<file path="config.mk">
export PLATFORM = sky130hd
export DESIGN_NAME = snake_mover
export DESIGN_NICKNAME = d
export VERILOG_FILES = /design/src/rtl/snake_mover.sv
export SDC_FILE = /design/constraint.sdc
export NUM_CORES = 2
export LEC_CHECK = 0
export ABC_CLOCK_PERIOD_IN_PS = 43100
export CORE_AREA = 2 2 520 522
export CTS_CLUSTER_SIZE = 25
export DETAILED_ROUTE_END_ITERATION = 10
export DIE_AREA = 0 0 522 524
export GPL_TIMING_DRIVEN = 0
export PLACE_DENSITY = 0.43
export SETUP_SLACK_MARGIN = 0.1
export SLEW_MARGIN = 20
export SYNTH_ARGS = -nofsm -noshare
export SYNTH_HDL_FRONTEND = slang
export SYNTH_SLANG_ARGS = --single-unit
</file>
<file path="constraint.sdc">
create_clock -name clk -period 43.1 [get_ports clk]
set_input_delay 12.93 -clock clk [delete_from_list [all_inputs] [get_ports clk]]
set_output_delay 12.93 -clock clk [all_outputs]
set_load 0.005 [all_outputs]
</file>
<file path="src/rtl/snake_mover.sv">
// snake_mover: movement stage of the snake datapath.
// Holds the heading, the head position and the body shift register. On each
// step tick the head advances one cell and the body shifts down one slot.
// Growth requests and respawn loads from the collision stage are applied here.
// Optional feature macro: WRAP_AROUND_EN (torus playfield of GRID_W x GRID_H);
// without it coordinates wrap modulo 2^COORD_W.
module snake_mover #(
  parameter int COORD_W = 10,
  parameter int MAX_LEN = 63,
  parameter int LEN_W   = 6,
  parameter int GRID_W  = 64,
  parameter int GRID_H  = 48,
  parameter int START_X = 32,
  parameter int START_Y = 24
) (
  input  logic                           clk,
  input  logic                           reset,
  input  logic                           step_tick,
  input  logic [1:0]                     dir_in,
  input  logic                           dir_valid,
  input  logic                           grow,
  input  logic                           respawn_vld,
  input  logic [COORD_W-1:0]             respawn_x,
  input  logic [COORD_W-1:0]             respawn_y,
  input  logic [LEN_W-1:0]               respawn_len,
  output logic [COORD_W-1:0]             head_x,
  output logic [COORD_W-1:0]             head_y,
  output logic [COORD_W*(MAX_LEN+1)-1:0] body_x_flat,
  output logic [COORD_W*(MAX_LEN+1)-1:0] body_y_flat,
  output logic [LEN_W-1:0]               snake_length,
  output logic                           moved
);

  typedef enum logic [1:0] {
    DIR_UP    = 2'b00,
    DIR_RIGHT = 2'b01,
    DIR_DOWN  = 2'b10,
    DIR_LEFT  = 2'b11
  } dir_t;

  localparam logic [COORD_W-1:0] START_X_C = COORD_W'(START_X);
  localparam logic [COORD_W-1:0] START_Y_C = COORD_W'(START_Y);
  localparam logic [LEN_W-1:0]   MAX_LEN_C = LEN_W'(MAX_LEN);
  localparam logic [LEN_W-1:0]   ONE_LEN_C = LEN_W'(1);

  // Start position is expected to lie on the playfield; this elaboration-time
  // hook is where a parameter sanity check would be attached.
  if ((START_X >= GRID_W) || (START_Y >= GRID_H)) begin : g_start_off_grid
  end

  logic [COORD_W-1:0] r_body_x [0:MAX_LEN];
  logic [COORD_W-1:0] r_body_y [0:MAX_LEN];
  dir_t               r_heading;
  dir_t               r_pend_dir;
  logic               r_pend_vld;
  logic               r_grow_pend;
  logic [LEN_W-1:0]   r_length;
  logic               r_moved;

  logic               w_req_ok;
  dir_t               w_step_dir;
  logic               w_do_step;
  logic [COORD_W-1:0] w_next_x;
  logic [COORD_W-1:0] w_next_y;
  logic [LEN_W-1:0]   w_len_grown;
  logic [LEN_W-1:0]   w_len_respawn;

  // A request is accepted unless it points straight back along the current heading.
  assign w_req_ok  = dir_valid && (dir_in != (r_heading ^ 2'b10));
  assign w_do_step = step_tick && !respawn_vld;

  // Heading used by this step: same-cycle request wins over a stored pending one.
  always_comb begin
    w_step_dir = r_heading;
    if (w_req_ok) begin
      w_step_dir = dir_t'(dir_in);
    end else if (r_pend_vld) begin
      w_step_dir = r_pend_dir;
    end
  end

  // Next head cell, one unit along the step heading.
  always_comb begin
    w_next_x = r_body_x[0];
    w_next_y = r_body_y[0];
`ifdef WRAP_AROUND_EN
    case (w_step_dir)
      DIR_UP:    w_next_y = (r_body_y[0] == '0) ? COORD_W'(GRID_H - 1) : r_body_y[0] - COORD_W'(1);
      DIR_RIGHT: w_next_x = (r_body_x[0] == COORD_W'(GRID_W - 1)) ? '0 : r_body_x[0] + COORD_W'(1);
      DIR_DOWN:  w_next_y = (r_body_y[0] == COORD_W'(GRID_H - 1)) ? '0 : r_body_y[0] + COORD_W'(1);
      default:   w_next_x = (r_body_x[0] == '0) ? COORD_W'(GRID_W - 1) : r_body_x[0] - COORD_W'(1);
    endcase
`else
    case (w_step_dir)
      DIR_UP:    w_next_y = r_body_y[0] - COORD_W'(1);
      DIR_RIGHT: w_next_x = r_body_x[0] + COORD_W'(1);
      DIR_DOWN:  w_next_y = r_body_y[0] + COORD_W'(1);
      default:   w_next_x = r_body_x[0] - COORD_W'(1);
    endcase
`endif
  end

  // Length after a growing step (saturates) and the clamped respawn length.
  always_comb begin
    w_len_grown = (r_length >= MAX_LEN_C) ? MAX_LEN_C : r_length + ONE_LEN_C;
    if (respawn_len == '0) begin
      w_len_respawn = ONE_LEN_C;
    end else if (respawn_len > MAX_LEN_C) begin
      w_len_respawn = MAX_LEN_C;
    end else begin
      w_len_respawn = respawn_len;
    end
  end

  // Control state: heading, pending heading, pending growth, length, moved pulse.
  always_ff @(posedge clk) begin
    if (reset) begin
      r_heading   <= DIR_RIGHT;
      r_pend_dir  <= DIR_RIGHT;
      r_pend_vld  <= 1'b0;
      r_grow_pend <= 1'b0;
      r_length    <= ONE_LEN_C;
      r_moved     <= 1'b0;
    end else if (respawn_vld) begin
      r_heading   <= DIR_RIGHT;
      r_pend_dir  <= DIR_RIGHT;
      r_pend_vld  <= 1'b0;
      r_grow_pend <= 1'b0;
      r_length    <= w_len_respawn;
      r_moved     <= 1'b0;
    end else if (step_tick) begin
      r_heading   <= w_step_dir;
      r_pend_vld  <= 1'b0;
      r_grow_pend <= 1'b0;
      if (grow || r_grow_pend) begin
        r_length <= w_len_grown;
      end
      r_moved     <= 1'b1;
    end else begin
      if (w_req_ok) begin
        r_pend_dir <= dir_t'(dir_in);
        r_pend_vld <= 1'b1;
      end
      if (grow) begin
        r_grow_pend <= 1'b1;
      end
      r_moved <= 1'b0;
    end
  end

  // Body shift register: slot 0 takes the new head, every other slot its predecessor.
  for (genvar gi = 0; gi <= MAX_LEN; gi++) begin : g_body
    always_ff @(posedge clk) begin
      if (reset) begin
        r_body_x[gi] <= START_X_C;
        r_body_y[gi] <= START_Y_C;
      end else if (respawn_vld) begin
        r_body_x[gi] <= respawn_x;
        r_body_y[gi] <= respawn_y;
      end else if (w_do_step) begin
        if (gi == 0) begin
          r_body_x[gi] <= w_next_x;
          r_body_y[gi] <= w_next_y;
        end else begin
          r_body_x[gi] <= r_body_x[(gi == 0) ? 0 : gi - 1];
          r_body_y[gi] <= r_body_y[(gi == 0) ? 0 : gi - 1];
        end
      end
    end

    assign body_x_flat[gi*COORD_W +: COORD_W] = r_body_x[gi];
    assign body_y_flat[gi*COORD_W +: COORD_W] = r_body_y[gi];
  end

  assign head_x       = r_body_x[0];
  assign head_y       = r_body_y[0];
  assign snake_length = r_length;
  assign moved        = r_moved;

endmodule

</file>
==> flow_metrics.py <==
metrics = {
    "placement": {
        "place_congestion": 0.8631,
        "io_buffers": 1339,
        "pre_cts_slack_ns": 26.06,
        "place_area_sq_um": 69910,
        "hpwlAfterDp_um": 194300,
    },
    "setup_path": {
        "critical_path_class": "primary input to flip-flop",
        "start_kind": "primary input",
        "crit_arrival_ns": 16.40,
        "required_ns": 43.55,
        "path_max_fanout": 51,
        "end_kind": "flip-flop",
    },
    "synth": {
        "synth_cell_types": 54,
        "yosysTopAreaCellShare_pct": 75.06,
        "syn_nets": 3451,
        "syn_inst": 3398,
        "async_reset_ff_share_pct": 0,
        "yosysMostFrequentCell": "edfxtp_1",
        "synth_area_leader_cell": "edfxtp_1",
        "yosys-top-cells-count": "edfxtp_1, a21o_1, nand2_1, buf_2, clkbuf_1",
        "ys.flop_type": "edfxtp_1",
        "yosysWarnings": 0,
        "avgSynthCellArea_sq_um": 15.07,
        "syn_area_sq_um": 51210,
        "yosysSeqAreaShare_pct": 75.57,
        "ys_seq_elements": 1293,
        "synth_edf_count": 1280,
        "synthTopCellsByArea": "edfxtp_1, a21o_1, nand2_1",
    },
    "sta": {
        "min_period_over_period_pct": 36.99,
        "rsz0062_at_grt": "false",
        "fin_ws_ns": 27.16,
        "hold_viol": 0,
        "fmax_mhz": 62.72,
        "maxSlewHeadroom_pct": 29.26,
        "period_needed_ns": 15.94,
        "finalClockSkew_ns": 0.04615,
        "slew_violations": 0,
        "tightest_slew_ns": 1.061,
        "setup_violations": 0,
        "fin_setup_tns_ns": 0,
    },
    "clock_tree": {
        "cts_inserted_buffers": 158,
        "clkSinkCount": 1293,
        "worstSkewPairLatency_ns": 0.80,
        "cts-resized-gates": 0,
        "cts_tree": "done",
        "post_cts_buffers": 0,
        "clk_pin_slew_worst_paths_ns": 0.06,
        "clk_path_buf_depth": 3,
        "h-tree-depth": 4,
        "ctsHoldBuffers": 0,
        "cts-root-buf": "clkbuf_16",
    },
    "routing": {
        "wirelength_um": 247900,
        "drt_first_pass_iters": 5,
        "dr_total_vias": 35580,
        "wl_per_cell_um": 28.78,
        "drt-initial-drc-count": 2793,
        "drc": 0,
        "postRouteAntennaNets": 0,
        "avgViaCountPerCell": 4.131,
    },
    "cells_and_area": {
        "final_util_pct": 28.07,
        "layout.nets": 4982,
        "drive_gt1_share_pct": 9.610,
        "fin_area_sq_um": 75060,
        "fillCellCount": 27510,
        "syn2layout_area_growth_pct": 46.59,
        "ff_latch_area_sq_um": 38700,
        "multiInputGateArea_sq_um": 10990,
    },
    "global_routing": {
        "grtUsageTotal_pct": 17.38,
        "grt_pass1_wl_um": 327100,
        "antenna_found_initial": 8,
        "overflow": 0,
        "grt_max_degree": 56,
        "grt_pass1_vias": 36290,
    },
    "hold_path": {
        "hold_class": "flip-flop to flip-flop",
    },
    "power_and_ir_drop": {
        "static-leakage-power_nw": 34.65,
        "powerDensity_nw_per_um2": 44.72,
        "vdd_drop_max_uv": 37.71,
        "power_w": 0.003357,
    },
    "floorplan": {
        "initial_core_util_pct": 19.15,
        "die_h_um": 524,
        "fp-row-count": 190,
        "die-area_sq_um": 273500,
        "coreArea_sq_um": 267400,
        "io_pins": 1341,
        "die_w_um": 522,
    },
    "job": {
        "drv_cap": 0,
    },
    "status": {
        "status": "finished clean",
    },
}
==> stage by stage <==
step / hold WS (ns) / cells
2_1_floorplan: 0.4343 / 3398
3_3_place_gp: 0.4492 / 8289
3_5_place_dp: 0.4578 / 8321
4_1_cts: 0.4718 / 8609
5_1_grt: 0.5077 / 8610
6_report: 0.4643 / 8613
==> power breakdown <==
| group | total (W) | switching, W | internal [W] |
|---|---|---|---|
| Clock | 0.00136 | 0.000586 | 0.000770 |
| Sequential | 0.00158 | 0.0000839 | 0.00150 |
| Combinational | 0.000422 | 0.000206 | 0.000216 |
| Total | 0.00336 | 0.000876 | 0.00248 |
==> per-layer routing <==
metal  GRT usage (%)  wire length, um  part of all wire (%)  up-vias
li1                -                -                     -    15600
met1           17.45            84200                    34    18360
met2           33.11           134600                    54     1387
met3           6.717            23240                   9.4      230
met4           4.487             5895                   2.4        2
met5               0               10                0.0040        -
==> sequential cells by signal, summed over array words and instances, names as in the netlist <==
register,flops
moved,1
r_pend_vld,1
r_body_x,640
snake_length,6
r_heading,2
r_pend_dir,2
r_grow_pend,1
r_body_y,640
==> final cells by class <==
class | instances | share of cell area (%)
Antenna cell | 4 | 0.01333
Buffer | 299 | 2.007
Clock buffer | 185 | 5.459
Clock inverter | 103 | 1.395
Inverter | 17 | 0.08501
Multi-Input combinational cell | 1789 | 14.64
Sequential cell | 1293 | 51.55
Tap cell | 3552 | 5.921
Timing Repair Buffer | 1371 | 18.93
==> worst max-delay path: stages <==
cell and delay, ns:
clkdlybuf4s50_1 0.58, inv_1 0.24, nand2_4 0.35, buf_16 0.30
buf_16 0.28, buf_16 0.29, buf_16 0.29, buf_12 0.29
buf_16 0.29, buf_16 0.29
==> kinds of logic (layout without fill, tap and decap cells) <==
logic type	Yosys count	after routing	synth area share, %
buffers and inverters	316	1975	3.062
AOI/OAI and AO/OA	1034	1034	15.01
adders and majority gates	19	19	0.4936
other	0	4	0
and+or+nand+nor	720	720	5.520
xor gates and xnor gates	13	13	0.2737
muxes	3	3	0.06841
DFF	1293	1293	75.57
==> final timing paths <==
path                     start              end  slack [ns]  cells past startpoint
setup / recovery     step_tick  r_body_x[3][17]       27.16                     10
hold / removal     r_grow_pend      r_grow_pend        0.46                      2
setup reg to reg  r_heading[0]   r_body_y[0][9]       39.58                     12
hold reg to reg    r_grow_pend      r_grow_pend        0.46                      2
==> placed cells by master (no fill, tap or decap), types with 4 or more instances in the layout <==
cell             instances
clkdlybuf4s50_1       1339
a21oi_1                 16
clkinv_16                5
clkbuf_16              160
inv_6                    6
nand3_1                  9
clkinv_1                40
xnor2_1                  9
nor3_1                   9
a21o_1                 962
edfxtp_1              1280
o21ai_0                 23
clkbuf_1                92
clkinv_4                 4
buf_1                   20
buf_2                  165
buf_4                   45
inv_1                   16
nor2b_1                  5
bufinv_16               14
nor2_2                   4
nand2_1                638
and2_1                  13
clkinv_2                25
ha_1                    17
buf_12                  10
buf_16                  22
a2111oi_0                4
nor2_1                  22
diode_2                  4
clkinvlp_4               5
dfxtp_1                 13
(Power assumes the default switching activity.)
